File: config.mk
export PLATFORM = sky130hd
export DESIGN_NAME = uart_core
export DESIGN_NICKNAME = d
export VERILOG_FILES = /design/src/rtl/uart_core.sv
export SDC_FILE = /design/constraint.sdc
export NUM_CORES = 1
export LEC_CHECK = 0
export CAP_MARGIN = 5
export CELL_PAD_IN_SITES_DETAIL_PLACEMENT = 0
export CELL_PAD_IN_SITES_GLOBAL_PLACEMENT = 2
export CORE_UTILIZATION = 43
export CTS_BUF_LIST = sky130_fd_sc_hd__clkbuf_2
export DETAILED_ROUTE_END_ITERATION = 10
export GPL_TIMING_DRIVEN = 1
export PLACE_DENSITY_LB_ADDON = 0.1
export SYNTH_ARGS = -nofsm -noshare
export SYNTH_HDL_FRONTEND = slang
export SYNTH_SLANG_ARGS = --single-unit
File: constraint.sdc
create_clock -name clk -period 6.4 [get_ports clk]
set_input_delay 1.6 -clock clk [delete_from_list [all_inputs] [get_ports clk]]
set_output_delay 1.6 -clock clk [all_outputs]
set_load 0.1 [all_outputs]
File: src/rtl/uart_core.sv
// rtl/uart_core.sv - UART transmitter and receiver; parity bit enabled by macro UART_PARITY_EN
module uart_core #(
  parameter int CLKS_PER_BIT = 40000,
  parameter int DATA_BITS    = 8,
  parameter int STOP_BITS    = 1,
  parameter int PARITY_ODD   = 0
) (
  input  logic                 clk,
  input  logic                 rst_n,
  input  logic [DATA_BITS-1:0] i_tx_byte,
  input  logic                 i_tx_dv,
  output logic                 o_tx_ready,
  output logic                 o_tx_active,
  output logic                 o_tx_done,
  output logic                 o_tx_serial,
  input  logic                 i_rx_serial,
  output logic [DATA_BITS-1:0] o_rx_byte,
  output logic                 o_rx_dv,
  output logic                 o_rx_frame_err,
  output logic                 o_rx_parity_err
);
  localparam logic [15:0] BIT_LAST  = 16'(CLKS_PER_BIT - 1);
  localparam logic [15:0] HALF_LAST = 16'(CLKS_PER_BIT / 2 - 1);
  localparam logic [2:0]  DATA_LAST = 3'(DATA_BITS - 1);
  localparam logic [2:0]  STOP_LAST = 3'(STOP_BITS - 1);

  typedef enum logic [2:0] {
    TX_IDLE, TX_START, TX_DATA,
`ifdef UART_PARITY_EN
    TX_PARITY,
`endif
    TX_STOP
  } tx_state_t;

  typedef enum logic [2:0] {
    RX_IDLE, RX_START, RX_DATA,
`ifdef UART_PARITY_EN
    RX_PARITY,
`endif
    RX_STOP, RX_WAIT_IDLE
  } rx_state_t;

  // ---------------- transmitter ----------------
  tx_state_t            tx_state, tx_state_n;
  logic [15:0]          tx_cnt, tx_cnt_n;
  logic [2:0]           tx_idx, tx_idx_n;
  logic [DATA_BITS-1:0] tx_data, tx_data_n;
  logic                 tx_bit_end;

  assign tx_bit_end  = (tx_cnt == BIT_LAST);
  assign o_tx_ready  = (tx_state == TX_IDLE);
  assign o_tx_active = ~o_tx_ready;

  // Line level for a given state; used on the next-state values so the pin is a flop.
  function automatic logic tx_level(input tx_state_t st, input logic [DATA_BITS-1:0] d,
                                    input logic [2:0] idx);
    case (st)
      TX_START:  tx_level = 1'b0;
      TX_DATA:   tx_level = d[idx];
`ifdef UART_PARITY_EN
      TX_PARITY: tx_level = ^d ^ PARITY_ODD[0];
`endif
      default:   tx_level = 1'b1;
    endcase
  endfunction

  // TX next state: bit timing, data index and stop-bit count.
  always_comb begin
    tx_state_n = tx_state;
    tx_cnt_n   = tx_cnt;
    tx_idx_n   = tx_idx;
    tx_data_n  = tx_data;
    o_tx_done  = 1'b0;
    if (tx_state != TX_IDLE) tx_cnt_n = tx_bit_end ? 16'd0 : tx_cnt + 16'd1;
    case (tx_state)
      TX_IDLE: if (i_tx_dv) begin
        tx_data_n  = i_tx_byte;
        tx_cnt_n   = 16'd0;
        tx_state_n = TX_START;
      end
      TX_START: if (tx_bit_end) begin
        tx_idx_n   = 3'd0;
        tx_state_n = TX_DATA;
      end
      TX_DATA: if (tx_bit_end) begin
        tx_idx_n = tx_idx + 3'd1;
        if (tx_idx == DATA_LAST) begin
          tx_idx_n = 3'd0;
`ifdef UART_PARITY_EN
          tx_state_n = TX_PARITY;
`else
          tx_state_n = TX_STOP;
`endif
        end
      end
`ifdef UART_PARITY_EN
      TX_PARITY: if (tx_bit_end) tx_state_n = TX_STOP;
`endif
      TX_STOP: if (tx_bit_end) begin
        if (tx_idx == STOP_LAST) begin
          o_tx_done  = 1'b1;
          tx_idx_n   = 3'd0;
          tx_state_n = TX_IDLE;
        end else begin
          tx_idx_n = tx_idx + 3'd1;
        end
      end
      default: tx_state_n = TX_IDLE;
    endcase
  end

  // TX state register and registered serial output.
  always_ff @(posedge clk or negedge rst_n) begin
    if (!rst_n) begin
      tx_state    <= TX_IDLE;
      tx_cnt      <= 16'd0;
      tx_idx      <= 3'd0;
      tx_data     <= '0;
      o_tx_serial <= 1'b1;
    end else begin
      tx_state    <= tx_state_n;
      tx_cnt      <= tx_cnt_n;
      tx_idx      <= tx_idx_n;
      tx_data     <= tx_data_n;
      o_tx_serial <= tx_level(tx_state_n, tx_data_n, tx_idx_n);
    end
  end

  // ---------------- receiver ----------------
  logic [1:0]           rx_sync;
  logic                 rx_prev, rx_s, rx_sample;
  rx_state_t            rx_state, rx_state_n;
  logic [15:0]          rx_cnt, rx_cnt_n;
  logic [2:0]           rx_idx, rx_idx_n;
  logic [DATA_BITS-1:0] rx_shift, rx_shift_n, rx_byte_n;
  logic                 rx_dv_n, rx_ferr_n;
`ifdef UART_PARITY_EN
  logic                 rx_par, rx_par_n, rx_perr, rx_perr_n;
  assign o_rx_parity_err = rx_perr;
`else
  assign o_rx_parity_err = 1'b0 & PARITY_ODD[0];
`endif

  assign rx_s      = rx_sync[1];
  assign rx_sample = (rx_state == RX_START) ? (rx_cnt == HALF_LAST) : (rx_cnt == BIT_LAST);

  // Two-flop synchroniser plus a history flop for start-edge detection.
  always_ff @(posedge clk or negedge rst_n) begin
    if (!rst_n) begin
      rx_sync <= 2'b11;
      rx_prev <= 1'b1;
    end else begin
      rx_sync <= {rx_sync[0], i_rx_serial};
      rx_prev <= rx_s;
    end
  end

  // RX next state: start validation, bit sampling, stop check and break wait.
  always_comb begin
    rx_state_n = rx_state;
    rx_cnt_n   = rx_cnt;
    rx_idx_n   = rx_idx;
    rx_shift_n = rx_shift;
    rx_byte_n  = o_rx_byte;
    rx_dv_n    = 1'b0;
    rx_ferr_n  = o_rx_frame_err;
`ifdef UART_PARITY_EN
    rx_par_n   = rx_par;
    rx_perr_n  = rx_perr;
`endif
    if (rx_state != RX_IDLE && rx_state != RX_WAIT_IDLE)
      rx_cnt_n = rx_sample ? 16'd0 : rx_cnt + 16'd1;
    case (rx_state)
      RX_IDLE: if (rx_prev && !rx_s) begin
        rx_cnt_n   = 16'd0;
        rx_state_n = RX_START;
      end
      RX_START: if (rx_sample) begin
        rx_idx_n   = 3'd0;
        rx_state_n = rx_s ? RX_IDLE : RX_DATA;
      end
      RX_DATA: if (rx_sample) begin
        rx_shift_n[rx_idx] = rx_s;
        rx_idx_n = rx_idx + 3'd1;
        if (rx_idx == DATA_LAST) begin
`ifdef UART_PARITY_EN
          rx_state_n = RX_PARITY;
`else
          rx_state_n = RX_STOP;
`endif
        end
      end
`ifdef UART_PARITY_EN
      RX_PARITY: if (rx_sample) begin
        rx_par_n   = rx_s;
        rx_state_n = RX_STOP;
      end
`endif
      RX_STOP: if (rx_sample) begin
        rx_dv_n    = 1'b1;
        rx_byte_n  = rx_shift;
        rx_ferr_n  = ~rx_s;
`ifdef UART_PARITY_EN
        rx_perr_n  = rx_par ^ (^rx_shift) ^ PARITY_ODD[0];
`endif
        rx_state_n = rx_s ? RX_IDLE : RX_WAIT_IDLE;
      end
      RX_WAIT_IDLE: if (rx_s) rx_state_n = RX_IDLE;
      default: rx_state_n = RX_IDLE;
    endcase
  end

  // RX state register and held result outputs.
  always_ff @(posedge clk or negedge rst_n) begin
    if (!rst_n) begin
      rx_state       <= RX_IDLE;
      rx_cnt         <= 16'd0;
      rx_idx         <= 3'd0;
      rx_shift       <= '0;
      o_rx_byte      <= '0;
      o_rx_dv        <= 1'b0;
      o_rx_frame_err <= 1'b0;
`ifdef UART_PARITY_EN
      rx_par         <= 1'b0;
      rx_perr        <= 1'b0;
`endif
    end else begin
      rx_state       <= rx_state_n;
      rx_cnt         <= rx_cnt_n;
      rx_idx         <= rx_idx_n;
      rx_shift       <= rx_shift_n;
      o_rx_byte      <= rx_byte_n;
      o_rx_dv        <= rx_dv_n;
      o_rx_frame_err <= rx_ferr_n;
`ifdef UART_PARITY_EN
      rx_par         <= rx_par_n;
      rx_perr        <= rx_perr_n;
`endif
    end
  end

endmodule

-- Word-level counts from Yosys, hierarchy flattened
Index checks and enable logic that the tools add are counted.
- input port bits: 12
- logic and storage cells: 105
- memories: 0
- RAM bits: 0
- bits in latches: 0
- output and inout port bits: 15
- ROM bits: 0
- bits in registers: 74
- equality and inequality tests: 21
- bitwise gates (word level): 2
- shifts and indexed selects: 0
- add/sub/neg operators: 4
- order comparisons: 3
- multiplexer cells: 47
- reductions and logical operators: 14
- multiply operators: 0
- div/mod/pow operators: 0
- operator list (kind ; number):
    $mux W16 ; 8
    $mux W3 ; 20
    $add A16 B1 Y16 const B ; 2
    $eq A16 B16 Y1 const B ; 2
    $eq A16 B15 Y1 const B ; 1
    $mux W8 ; 2
    $eq A3 B2 Y1 const B ; 5
    $pmux W3 S5 ; 1
    $ne A2 B2 Y1 const B ; 6
    $pmux W3 S4 ; 1
    $eq A3 B1 Y1 const B ; 3
    $eq A3 B3 Y1 const B ; 3
    $logic_not A3 Y1 ; 3
    $pmux W3 S3 ; 1
    $bwmux W8 ; 1
    $lt A3 B4 Y1 const B ; 2
    $mux W1 ; 8
    $add A3 B1 Y3 const B ; 2
    $pmux W3 S2 ; 1
    $reduce_and A6 Y1 ; 1
    $reduce_bool A3 Y1 ; 2
    $reduce_and A2 Y1 ; 2
    $bmux W1 S3 ; 1
    $demux W1 S3 ; 1
    other kinds (9) ; 12

-- Depth between registers and ports, before layout
- depth after elaboration: 7
- gate-level depth with buffers: 10
- depth with buffers taken out: 9

-- Worst setup path before layout
OpenSTA, ideal clock, no wires.
- path type: reg-to-output
- start point: register tx_cnt[8]
- end point: output port o_tx_done
- arrival: 3.490 ns
- slack: 1.310 ns
- cell stages (with the launch flop): 4
- required time: 4.800 ns
- path buffers: 0
- cell sequence: dfrtp_1 > or4_4 > or4_4 > nor3_1
- longest elaborated chain between the ends: 3
- ends and longest elaborated chain (item ; RTL line ; source):
    start: declaration ; 45 ; logic [15:0] tx_cnt, tx_cnt_n;
    start signal: assignment ; 122 ; tx_cnt <= tx_cnt_n;
    $eq A16 B16 Y1 ; 50 ; assign tx_bit_end = (tx_cnt == BIT_LAST);
    $mux W1 ; 99 ; TX_STOP: if (tx_bit_end) begin
    $mux W1 ; 75 ; case (tx_state)
    end: declaration ; 14 ; output logic o_tx_done,
No other way between the ends.

-- Worst setup path in the final report
- start point: register tx_cnt[0]
- end point: output port o_tx_done
The elaborated chain is that of the path after synthesis.

==> impl_results.md <==
* PwrDens at 249 mW/mm²
* GRT Resource Usage Total at 17.0%
* Top_reg_cell synth: dfrtp_1
* DRC Markers at 0
* Seq/Total Area, Yosys at about half
* TritonCTS clock tree: done
* Fin crit period at between 4 and 5 ns
* GRT overflow at 0
* Post_cts resized at 0
* Internal power at 744 µW
* Final setup TNS at 0 ns
* Synth unique cells at ~60
* Max-slew headroom at ~34%
* Status: finished clean
* Rows at 33
* Avg Inst Size Synth at between 10 and 15 µm²
* Hold-fix buffers, CTS at 0
* Port bufs at 25
* R2R cell count at 5
* Slew @ Worst Pin at between 0.9 and 1 ns
* Synthesis Warnings at 0
* Share of cells above drive strength 1 at between 10% and 20%
* Die height at between 90 and 100 µm
* Final setup viols at 0
* Max Buffers Root-to-Sink at 2
* Max Freq at about 200 MHz
* WHS at ~0.35 ns
* Initial drt markers at 79
* Worst EP required at between 4 and 5 ns
* Num CTS Buffers at 9
* Ranking of synthesized cells by area: dfrtp_1 48%, mux2_2 7.4%, xor2_1 4.8%
* Total wire length at between 6000 and 7000 µm
* Mapped Area at around 0.0036 mm²
* Root Buffer Master: clkbuf_2
* DR WL/cell at about 14 µm
* P_sw at 283 µW
* Ports at 27
* Setup crit start kind: register
* # Post-CTS Setup Buffers at 0
* Worst Hold Class: register to register
* Commonest cells in the synthesized netlist: 70 x dfrtp_1, 42 x nand2_1, 39 x nor2_1
* Number of synthesized flops with an enable pin at 0
* Post-route clock period utilization at roughly 78%
* H-Tree Depth at 3
* Antenna Cells at 0
* Comb pwr share at 13.9%
* Area Overhead vs Synth at 13.3%
* Die ar. at roughly 0.009 mm²
* Worst-Skew Late Latency at between 0.4 and 0.5 ns
* CP max FO at 6
* Hold Fails Final Rpt at 0
* Starting Density at around 44%
* Mapped Cells at 351
* Critical Path AT at about 3.4 ns
* Vias at 2541
* Maxcap violations at 0
* Crit path kind: register to primary output
* Number of global-route vias before repair at 2486
* Detail Route Antenna Nets at 0
* FF+latch count, synth at 74
* Final nets at about 400
* Asr flop ratio synth at 100%
* Largest net degree at the start of global routing at between 70 and 80
* Max Slew Vio Count at 0
* Die X at between 90 and 100 µm
* Crit end category: primary output
* Pleak at about 0.0018 µW
* Initial antenna violation count at 0
* RSZ-0062 raised after global routing: false
* Worst hold path depth at 0
* Clock network power share at a little under a third
* Fill cell count at 806
* Layout Utilization at 50.3%
* Area fraction of the dominant cell type after synthesis at roughly 48%
* Register share of total power at a little over half
* # clock sinks at 74
* Sw frac at 27.6%
* Vias/cell at about 5.2
* Largest area contributor in the netlist: dfrtp_1
* First-pass GRT wire length at about 12000 µm
* Worst Clk Skew at 0.0301 ns
* GP Congestion at about 0.75
* DR pass1 iterations at 4
* Max IR drop VDD at 0.106 mV
* Top-count cell post-synth: dfrtp_1
* Clk slew on worst S/H paths at roughly 0.21 ns
* Detailed placement HPWL at ~4600 µm
* Core Footprint at around 0.008 mm²
[layout by cell type, fill, tap and decap left out, drive strengths merged, types with 3 or more instances in the layout]
| cell type | synthesis | final |
|---|---|---|
| clkbuf | 5 | 10 |
| inv | 9 | 9 |
| dfstp | 4 | 4 |
| xor2 | 20 | 20 |
| ha | 7 | 7 |
| or4 | 3 | 3 |
| or3 | 11 | 11 |
| a21oi | 12 | 12 |
| dfrtp | 70 | 70 |
| mux2 | 24 | 24 |
| nand3b | 4 | 4 |
| and3 | 8 | 8 |
| mux2i | 3 | 3 |
| nor2 | 40 | 40 |
| nor4 | 5 | 5 |
| nand4 | 9 | 9 |
| clkdlybuf4s50 | 0 | 24 |
| nand3 | 9 | 9 |
| nand2 | 44 | 44 |
| o21ai | 20 | 20 |
| bufinv | 0 | 3 |
| a22o | 3 | 3 |
[through the flow]
step / std cells / power, µW / setup WS [ns] / cell area, µm²
after floorplan: 352 / 665 / 1.31 / 3650
after global placement: 471 / 708 / 1.96 / 3980
after CTS: 487 / 1050 / 1.38 / 4130
after global routing: 487 / 1090 / 1.30 / 4130
after detailed placement: 471 / 710 / 2.00 / 3980
final: 487 / 1030 / 1.44 / 4130
[critical path: stages (launching register included)]
cell and delay (ns):
dfrtp_1 0.44, ha_1 0.22, nand4_1 0.21, or4_4 0.62, nor3_1 0.22, clkdlybuf4s50_1 1.17
[routing by layer]
| metal | vias up | wire, µm | GRT usage (%) |
|---|---|---|---|
| li1 | 1292 | - | - |
| met5 | - | 0 | 0 |
| met2 | 22 | 3120 | 26.9 |
| met1 | 1217 | 3340 | 23.0 |
| met4 | 0 | 121 | 6.92 |
| met3 | 10 | 137 | 2.91 |
[final cells by class]
type	count	area, µm²	share of cell area, %
timing repair buffer	25	248	5.99
tap	105	131	3.18
clock inverter	6	106	2.57
inverter	9	33.8	0.817
clock buffer	10	50.0	1.21
multi-input combinational	258	1710	41.3
sequential	74	1860	44.9
[registers in the layout (all words and copies together) (netlist names), 2 cells and up]
| name | cells |
|---|---|
| rx_idx | 3 |
| tx_cnt | 16 |
| rx_state | 3 |
| tx_state | 3 |
| tx_data | 8 |
| rx_shift | 8 |
| tx_idx | 3 |
| o_rx_byte | 8 |
| rx_cnt | 16 |
| rx_sync | 2 |
[final timing paths]
kind	startpoint	to	slack [ns]
max in group asynchronous	rst_n	tx_cnt[1]$_DFF_PN0_	4.58
worst max-delay path	tx_cnt[0]$_DFF_PN0_	o_tx_done	1.44
min in group asynchronous	rst_n	rx_cnt[12]$_DFF_PN0_	1.23
worst max register to register	rx_state[0]$_DFFE_PN0P_	rx_cnt[7]$_DFF_PN0_	3.55
worst min register to register	rx_sync[0]$_DFF_PN1_	rx_sync[1]$_DFF_PN1_	0.35
worst min-delay path	rx_sync[0]$_DFF_PN1_	rx_sync[1]$_DFF_PN1_	0.35
[power by group through the flow]
stage	registers [µW]	clock network [µW]	logic, µW
2_1_floorplan	559	0	106
3_3_place_gp	565	0	143
3_5_place_dp	567	0	144
4_1_cts	558	343	144
5_1_grt	566	363	162
6_report	557	327	143
[logic make-up (layout without fill, tap and decap cells)]
group / after synthesis / count (layout) / synth area share, %
adders and majority gates: 7 / 7 / 2.40
buffers and inverters: 20 / 50 / 2.43
AOI/OAI and AO/OA: 51 / 51 / 9.19
and+or+nand+nor: 149 / 149 / 21.5
DFF: 74 / 74 / 50.9
xor gates and xnor gates: 22 / 22 / 5.28
muxes: 27 / 27 / 8.23
other: 1 / 2 / 0.103
(Power assumes the default switching activity.)
